**src/rtl/basemul_pipe.sv**
```systemverilog
`default_nettype none
// ============================================================================
// Module      : basemul_pipe
// Description : Pipelined multi-lane Kyber NTT-domain base-case multiplier.
//               Optional per-lane result accumulation under BASEMUL_ACC_EN.
// Revision    : 1.0 - initial release
// ============================================================================
module basemul_pipe #(
    parameter int W     = 16,
    parameter int Q     = 3329,
    parameter int LANES = 1
) (
    input  logic               clk,
    input  logic               rst,
    input  logic               in_valid,
    output logic               in_ready,
    input  logic               in_last,
    input  logic [LANES*W-1:0] a0,
    input  logic [LANES*W-1:0] a1,
    input  logic [LANES*W-1:0] b0,
    input  logic [LANES*W-1:0] b1,
    input  logic [LANES*W-1:0] gamma,
    output logic               out_valid,
    input  logic               out_ready,
    output logic [LANES*W-1:0] c0,
    output logic [LANES*W-1:0] c1,
    output logic               busy
);

    localparam int            PW  = 2 * W;
    localparam int            SW  = 2 * W + 2;
    localparam logic [PW-1:0] Q_P = PW'(Q);
    localparam logic [SW-1:0] Q_S = SW'(Q);

    logic adv;
    logic s1_valid;
    logic s2_valid;

    // Single global advance: every stage moves or every stage holds.
    assign adv      = !out_valid || out_ready;
    assign in_ready = adv;

`ifdef BASEMUL_ACC_EN
    localparam logic [W:0] Q_A = (W + 1)'(Q);

    logic s3_valid;
    logic s1_last;
    logic s2_last;
    logic s3_last;
    logic group_open;

    always_ff @(posedge clk or posedge rst) begin
        if (rst) begin
            s1_valid   <= 1'b0;
            s2_valid   <= 1'b0;
            s3_valid   <= 1'b0;
            out_valid  <= 1'b0;
            group_open <= 1'b0;
        end else if (adv) begin
            s1_valid  <= in_valid;
            s2_valid  <= s1_valid;
            s3_valid  <= s2_valid;
            out_valid <= s3_valid && s3_last;
            if (s3_valid) begin
                group_open <= !s3_last;
            end
        end
    end

    always_ff @(posedge clk) begin
        if (adv) begin
            s1_last <= in_last;
            s2_last <= s1_last;
            s3_last <= s2_last;
        end
    end

    assign busy = s1_valid || s2_valid || s3_valid || out_valid || group_open;
`else
    logic unused_in_last;
    assign unused_in_last = in_last;

    always_ff @(posedge clk or posedge rst) begin
        if (rst) begin
            s1_valid  <= 1'b0;
            s2_valid  <= 1'b0;
            out_valid <= 1'b0;
        end else if (adv) begin
            s1_valid  <= in_valid;
            s2_valid  <= s1_valid;
            out_valid <= s2_valid;
        end
    end

    assign busy = s1_valid || s2_valid || out_valid;
`endif

    for (genvar l = 0; l < LANES; l++) begin : g_lane
        logic [W-1:0]  x0;
        logic [W-1:0]  x1;
        logic [W-1:0]  y0;
        logic [W-1:0]  y1;
        logic [W-1:0]  g;
        logic [PW-1:0] p00;
        logic [PW-1:0] p11;
        logic [PW-1:0] p01;
        logic [PW-1:0] p10;
        logic [W-1:0]  g1;
        logic [W-1:0]  m11;
        logic [PW-1:0] t;
        logic [SW-1:0] s0;
        logic [SW-1:0] s1;
        logic [W-1:0]  lane_c0;
        logic [W-1:0]  lane_c1;

        assign x0 = a0[l*W +: W];
        assign x1 = a1[l*W +: W];
        assign y0 = b0[l*W +: W];
        assign y1 = b1[l*W +: W];
        assign g  = gamma[l*W +: W];

        // Reducing a1*b1 first keeps the twiddle product inside 2W bits.
        assign m11 = W'(p11 % Q_P);
        assign t   = PW'(m11) * PW'(g1);

        always_ff @(posedge clk) begin
            if (adv) begin
                p00 <= PW'(x0) * PW'(y0);
                p11 <= PW'(x1) * PW'(y1);
                p01 <= PW'(x0) * PW'(y1);
                p10 <= PW'(x1) * PW'(y0);
                g1  <= g;
                s0  <= SW'(p00) + SW'(t);
                s1  <= SW'(p01) + SW'(p10);
            end
        end

`ifdef BASEMUL_ACC_EN
        logic [W-1:0] r0;
        logic [W-1:0] r1;
        logic [W-1:0] acc0;
        logic [W-1:0] acc1;
        logic [W:0]   raw0;
        logic [W:0]   raw1;
        logic [W-1:0] sum0;
        logic [W-1:0] sum1;

        always_ff @(posedge clk) begin
            if (adv) begin
                r0 <= W'(s0 % Q_S);
                r1 <= W'(s1 % Q_S);
            end
        end

        // Both addends are below Q, so one conditional subtract is exact.
        assign raw0 = {1'b0, acc0} + {1'b0, r0};
        assign raw1 = {1'b0, acc1} + {1'b0, r1};
        assign sum0 = W'((raw0 >= Q_A) ? raw0 - Q_A : raw0);
        assign sum1 = W'((raw1 >= Q_A) ? raw1 - Q_A : raw1);

        always_ff @(posedge clk or posedge rst) begin
            if (rst) begin
                acc0    <= '0;
                acc1    <= '0;
                lane_c0 <= '0;
                lane_c1 <= '0;
            end else if (adv && s3_valid) begin
                if (s3_last) begin
                    lane_c0 <= sum0;
                    lane_c1 <= sum1;
                    acc0    <= '0;
                    acc1    <= '0;
                end else begin
                    acc0 <= sum0;
                    acc1 <= sum1;
                end
            end
        end
`else
        always_ff @(posedge clk or posedge rst) begin
            if (rst) begin
                lane_c0 <= '0;
                lane_c1 <= '0;
            end else if (adv && s2_valid) begin
                lane_c0 <= W'(s0 % Q_S);
                lane_c1 <= W'(s1 % Q_S);
            end
        end
`endif

        assign c0[l*W +: W] = lane_c0;
        assign c1[l*W +: W] = lane_c1;
    end

endmodule
`default_nettype wire

```
**config.mk**
```make
export PLATFORM = sky130hd
export DESIGN_NAME = basemul_pipe
export DESIGN_NICKNAME = d
export VERILOG_FILES = /design/src/rtl/basemul_pipe.sv
export SDC_FILE = /design/constraint.sdc
export NUM_CORES = 2
export LEC_CHECK = 0
export BUFFER_PORTS_ARGS = -buffer_cell sky130_fd_sc_hd__clkbuf_2
export CAP_MARGIN = 15
export CORE_MARGIN = 8
export CORE_UTILIZATION = 40
export DETAILED_ROUTE_END_ITERATION = 10
export PLACE_DENSITY = 0.51
export SETUP_SLACK_MARGIN = 0.02
export SLEW_MARGIN = 30
export SYNTH_ARGS = -nofsm -noshare
export SYNTH_HDL_FRONTEND = slang
export SYNTH_SLANG_ARGS = --single-unit
```
**constraint.sdc**
```tcl
create_clock -name clk -period 38.4 [get_ports clk]
set_clock_uncertainty 0.15 [all_clocks]
set_input_delay 1.92 -clock clk [delete_from_list [all_inputs] [get_ports clk]]
set_output_delay 1.92 -clock clk [all_outputs]
set_load 0.01 [all_outputs]
```
==> reports/results.ini <==
[status]
outcome = completed

[die]
coreArea_um2 = 200000
num_rows = 164
chipHeight_um = 465
io_pins = 120
die_area_um2 = 216000
initial_utilization = 0.403
die_x_um = 465

[synth]
synth.yosys.warnings = 0
synthesis.area_um2 = 80600
synth_edf_count = 210
ys_ff_latch = 245
synth.yosys.seq_area_share = 0.0891
synthDistinctLibCells = 181
post_synthesis_net_count = 11438
synthFlopType = edfxtp_1
synth_async_sr_flop_share = 0.143
synth_area_per_cell_um2 = 8.24
synthesis.instances = 9786

[clock_tree]
clk-insertion-delay-late_ns = 0.61
postCtsHoldBufs = 0
cts_max_level = 2
cts_repair_resize_count = 0
clock_sinks = 245
cts.root.buffer_cell = clkbuf_16
post-cts-setup-buffer-count = 0
cts.reportedPaths.clkPinSlew_ns = 0.06
max-clock-path-buffers = 3
cts_tree = done
cts_inserted_buffers = 38

[setup_path]
worst-setup-path-type = flop to flop
startpoint_type = flop
crit_path_top_delay_cell = xnor2_1
cp_common_cell = a21oi_1
critPathArrivalTime_ns = 33.62
path_buf_inv = 7
crit_path_max_incr_delay_ns = 0.76
critPathMaxFanout = 16
worst-endpoint-required_ns = 38.61
cp-end-kind = flop
path_delay_family = compound AO/OA/AOI/OAI gates

[finish]
layout.filler_cells = 20423
nNetsFinal = 11261
drive_gt1_frac = 0.0718
syn2layout_area_growth_pct = 5.01

[timing]
rsz0062_at_grt = no
fmax_mhz = 29.9
finalCriticalPeriod_ns = 33.41
drv_slew = 0
relSlewSlack = 0.308
timing.final.setup_violations = 0
final.period_utilization = 0.870
hold_violations = 0
worst_slew_pin_slew_ns = 1.04
setup_tns_ns = 0

[routing]
dr_pass1_iterations = 7
wl_per_cell_um = 18.0
wl_um = 222000
antenna_violating_nets_post_route = 0
dr_total_vias = 68950
route.detailed.drc = 0
avgViaCountPerCell = 5.61
dr.first_iter.drc_count = 4227

[grt]
antenna_violations_before_repair = 23
first_global_vias = 69812
globalRouteTotalUtil = 0.201
grt_residual_overflow = 0
grt_max_degree = 61
global_route_wire_length_before_repair_um = 368000

[placement]
numPortBuffers = 118
place.detailed.hpwl_um = 175000
rd_place_congestion = 0.870

[worst_hold_path]
worstHoldPathType = flop to flop

[flow_run]
timing.max_cap.violations = 0

## layout by cell type, fill, tap and decap left out, types with 68 or more instances in the layout
master	n
a31oi_1	86
a21oi_1	445
nand2b_1	83
nand2_1	1247
nor4_1	68
nor2_1	456
inv_1	1474
nand3_1	151
ha_1	564
a211oi_1	76
o211ai_1	83
nor3_1	180
a21o_1	76
xnor2_1	415
xor2_1	129
mux2i_1	75
o21bai_1	136
or3_1	74
o21ai_1	105
fa_1	1003
o21ai_0	240
edfxtp_1	210
and2_1	525
clkbuf_2	114
## kinds of logic (layout without fill, tap and decap cells)
group | after synthesis | count (layout) | synth area share
flip-flops | 245 | 245 | 0.0891
other | 0 | 9 | 0
adder cells (fa/ha/maj) | 1594 | 1594 | 0.340
XOR/XNOR | 567 | 567 | 0.0632
buffers and inverters | 1870 | 1718 | 0.0900
AND/OR/NAND/NOR | 3285 | 3285 | 0.206
AO/OA/AOI/OAI | 2094 | 2094 | 0.194
multiplexers | 131 | 131 | 0.0177
## cell type report
| cell class | count | area [um2] | area share |
|---|---|---|---|
| multi-input cells | 7671 | 66300 | 0.784 |
| flip-flops and latches | 245 | 7180 | 0.0848 |
| inverters | 1477 | 5540 | 0.0655 |
| well taps | 2656 | 3320 | 0.0393 |
| clock buffers | 43 | 1020 | 0.0121 |
| repair buffers | 176 | 1020 | 0.0121 |
| clock inverters | 22 | 195 | 0.00231 |
| diodes | 9 | 22.5 | 0.000266 |
## synth_stat cells (all sizes together) (25+ instances only)
cell type / n / area [um2]
a211o: 30 / 265
a221oi: 25 / 285
maj3: 27 / 273
nor3b: 25 / 198
nand2b: 84 / 526
and3: 68 / 433
mux2i: 82 / 865
buf: 96 / 569
or4: 43 / 357
o21bai: 141 / 1080
nor2b: 65 / 407
o22ai: 44 / 308
xor2: 133 / 1180
or3: 76 / 482
a2111oi: 46 / 594
o211a: 27 / 285
a211oi: 96 / 833
xnor2: 434 / 3920
o21a: 63 / 474
o31a: 29 / 255
a31oi: 93 / 643
o2111ai: 30 / 288
mux2: 49 / 559
a21oi: 475 / 2530
clkbuf: 293 / 1110
nor3: 195 / 1060
nand4: 59 / 397
or2: 69 / 432
ha: 564 / 7060
o211ai: 100 / 853
and2: 536 / 3360
fa: 1003 / 20100
inv: 1476 / 5540
a22oi: 26 / 219
nor4: 85 / 664
a21o: 79 / 597
nand2: 1255 / 4730
nand3: 156 / 806
o21ai: 361 / 1890
a31o: 34 / 298
a21boi: 40 / 308
edfxtp: 210 / 6310
dfrtp: 35 / 876
o31ai: 63 / 539
nor2: 467 / 1790
## tightest hold or removal path: stages (launching register included)
cell     delay [ns]
dfrtp_1        0.34
nand2_1        0.05
nand2_1        0.05
## sequential cells by signal (all words and copies together) (netlist names)
signal,cells
c0,16
g_lane.s0,33
c1,16
out_valid,1
s2_valid,1
g_lane.p00,32
g_lane.s1,33
s1_valid,1
g_lane.g1,16
g_lane.p01,32
g_lane.p10,32
g_lane.p11,32
## metal layers
metal / up-vias / track usage / routed length, um
met3: 270 / 0.0121 / 7980
met5: - / 0 / 0
li1: 32793 / - / -
met1: 34426 / 0.285 / 107000
met2: 1461 / 0.338 / 103000
met4: 0 / 0.0443 / 4620
## stage by stage
| step | setup slack [ns] | instance area [um2] | hold WS (ns) | util | std cells |
|---|---|---|---|---|---|
| detailed placement | 5.17 | 83300 | 0.313 | 0.417 | 12223 |
| CTS | 5.13 | 84600 | 0.325 | 0.423 | 12288 |
| global route | 2.23 | 84600 | 0.366 | 0.423 | 12297 |
| global placement | 5.21 | 83300 | 0.316 | 0.416 | 12223 |
| floorplan | 11.39 | 80600 | 0.333 | - | 9786 |
| finish | 4.99 | 84700 | 0.315 | 0.423 | 12299 |
## path summary, 6_finish.rpt
path                                    from  slack [ns]  depth (start not counted)                to
hold reg to reg                       c0[13]        0.32                          2            c0[13]
setup / recovery           g_lane[0].p11[25]        4.99                        113  g_lane[0].s0[32]
hold / removal                        c0[13]        0.32                          2            c0[13]
setup reg to reg           g_lane[0].p11[25]        4.99                        113  g_lane[0].s0[32]
max in group asynchronous                rst       36.54                          3            c1[14]
min in group asynchronous                rst        1.25                          3             c0[0]
Power is left out: the tool's default activity adds up to more than one toggle a clock period on the data nets, which glitch-free logic cannot reach.
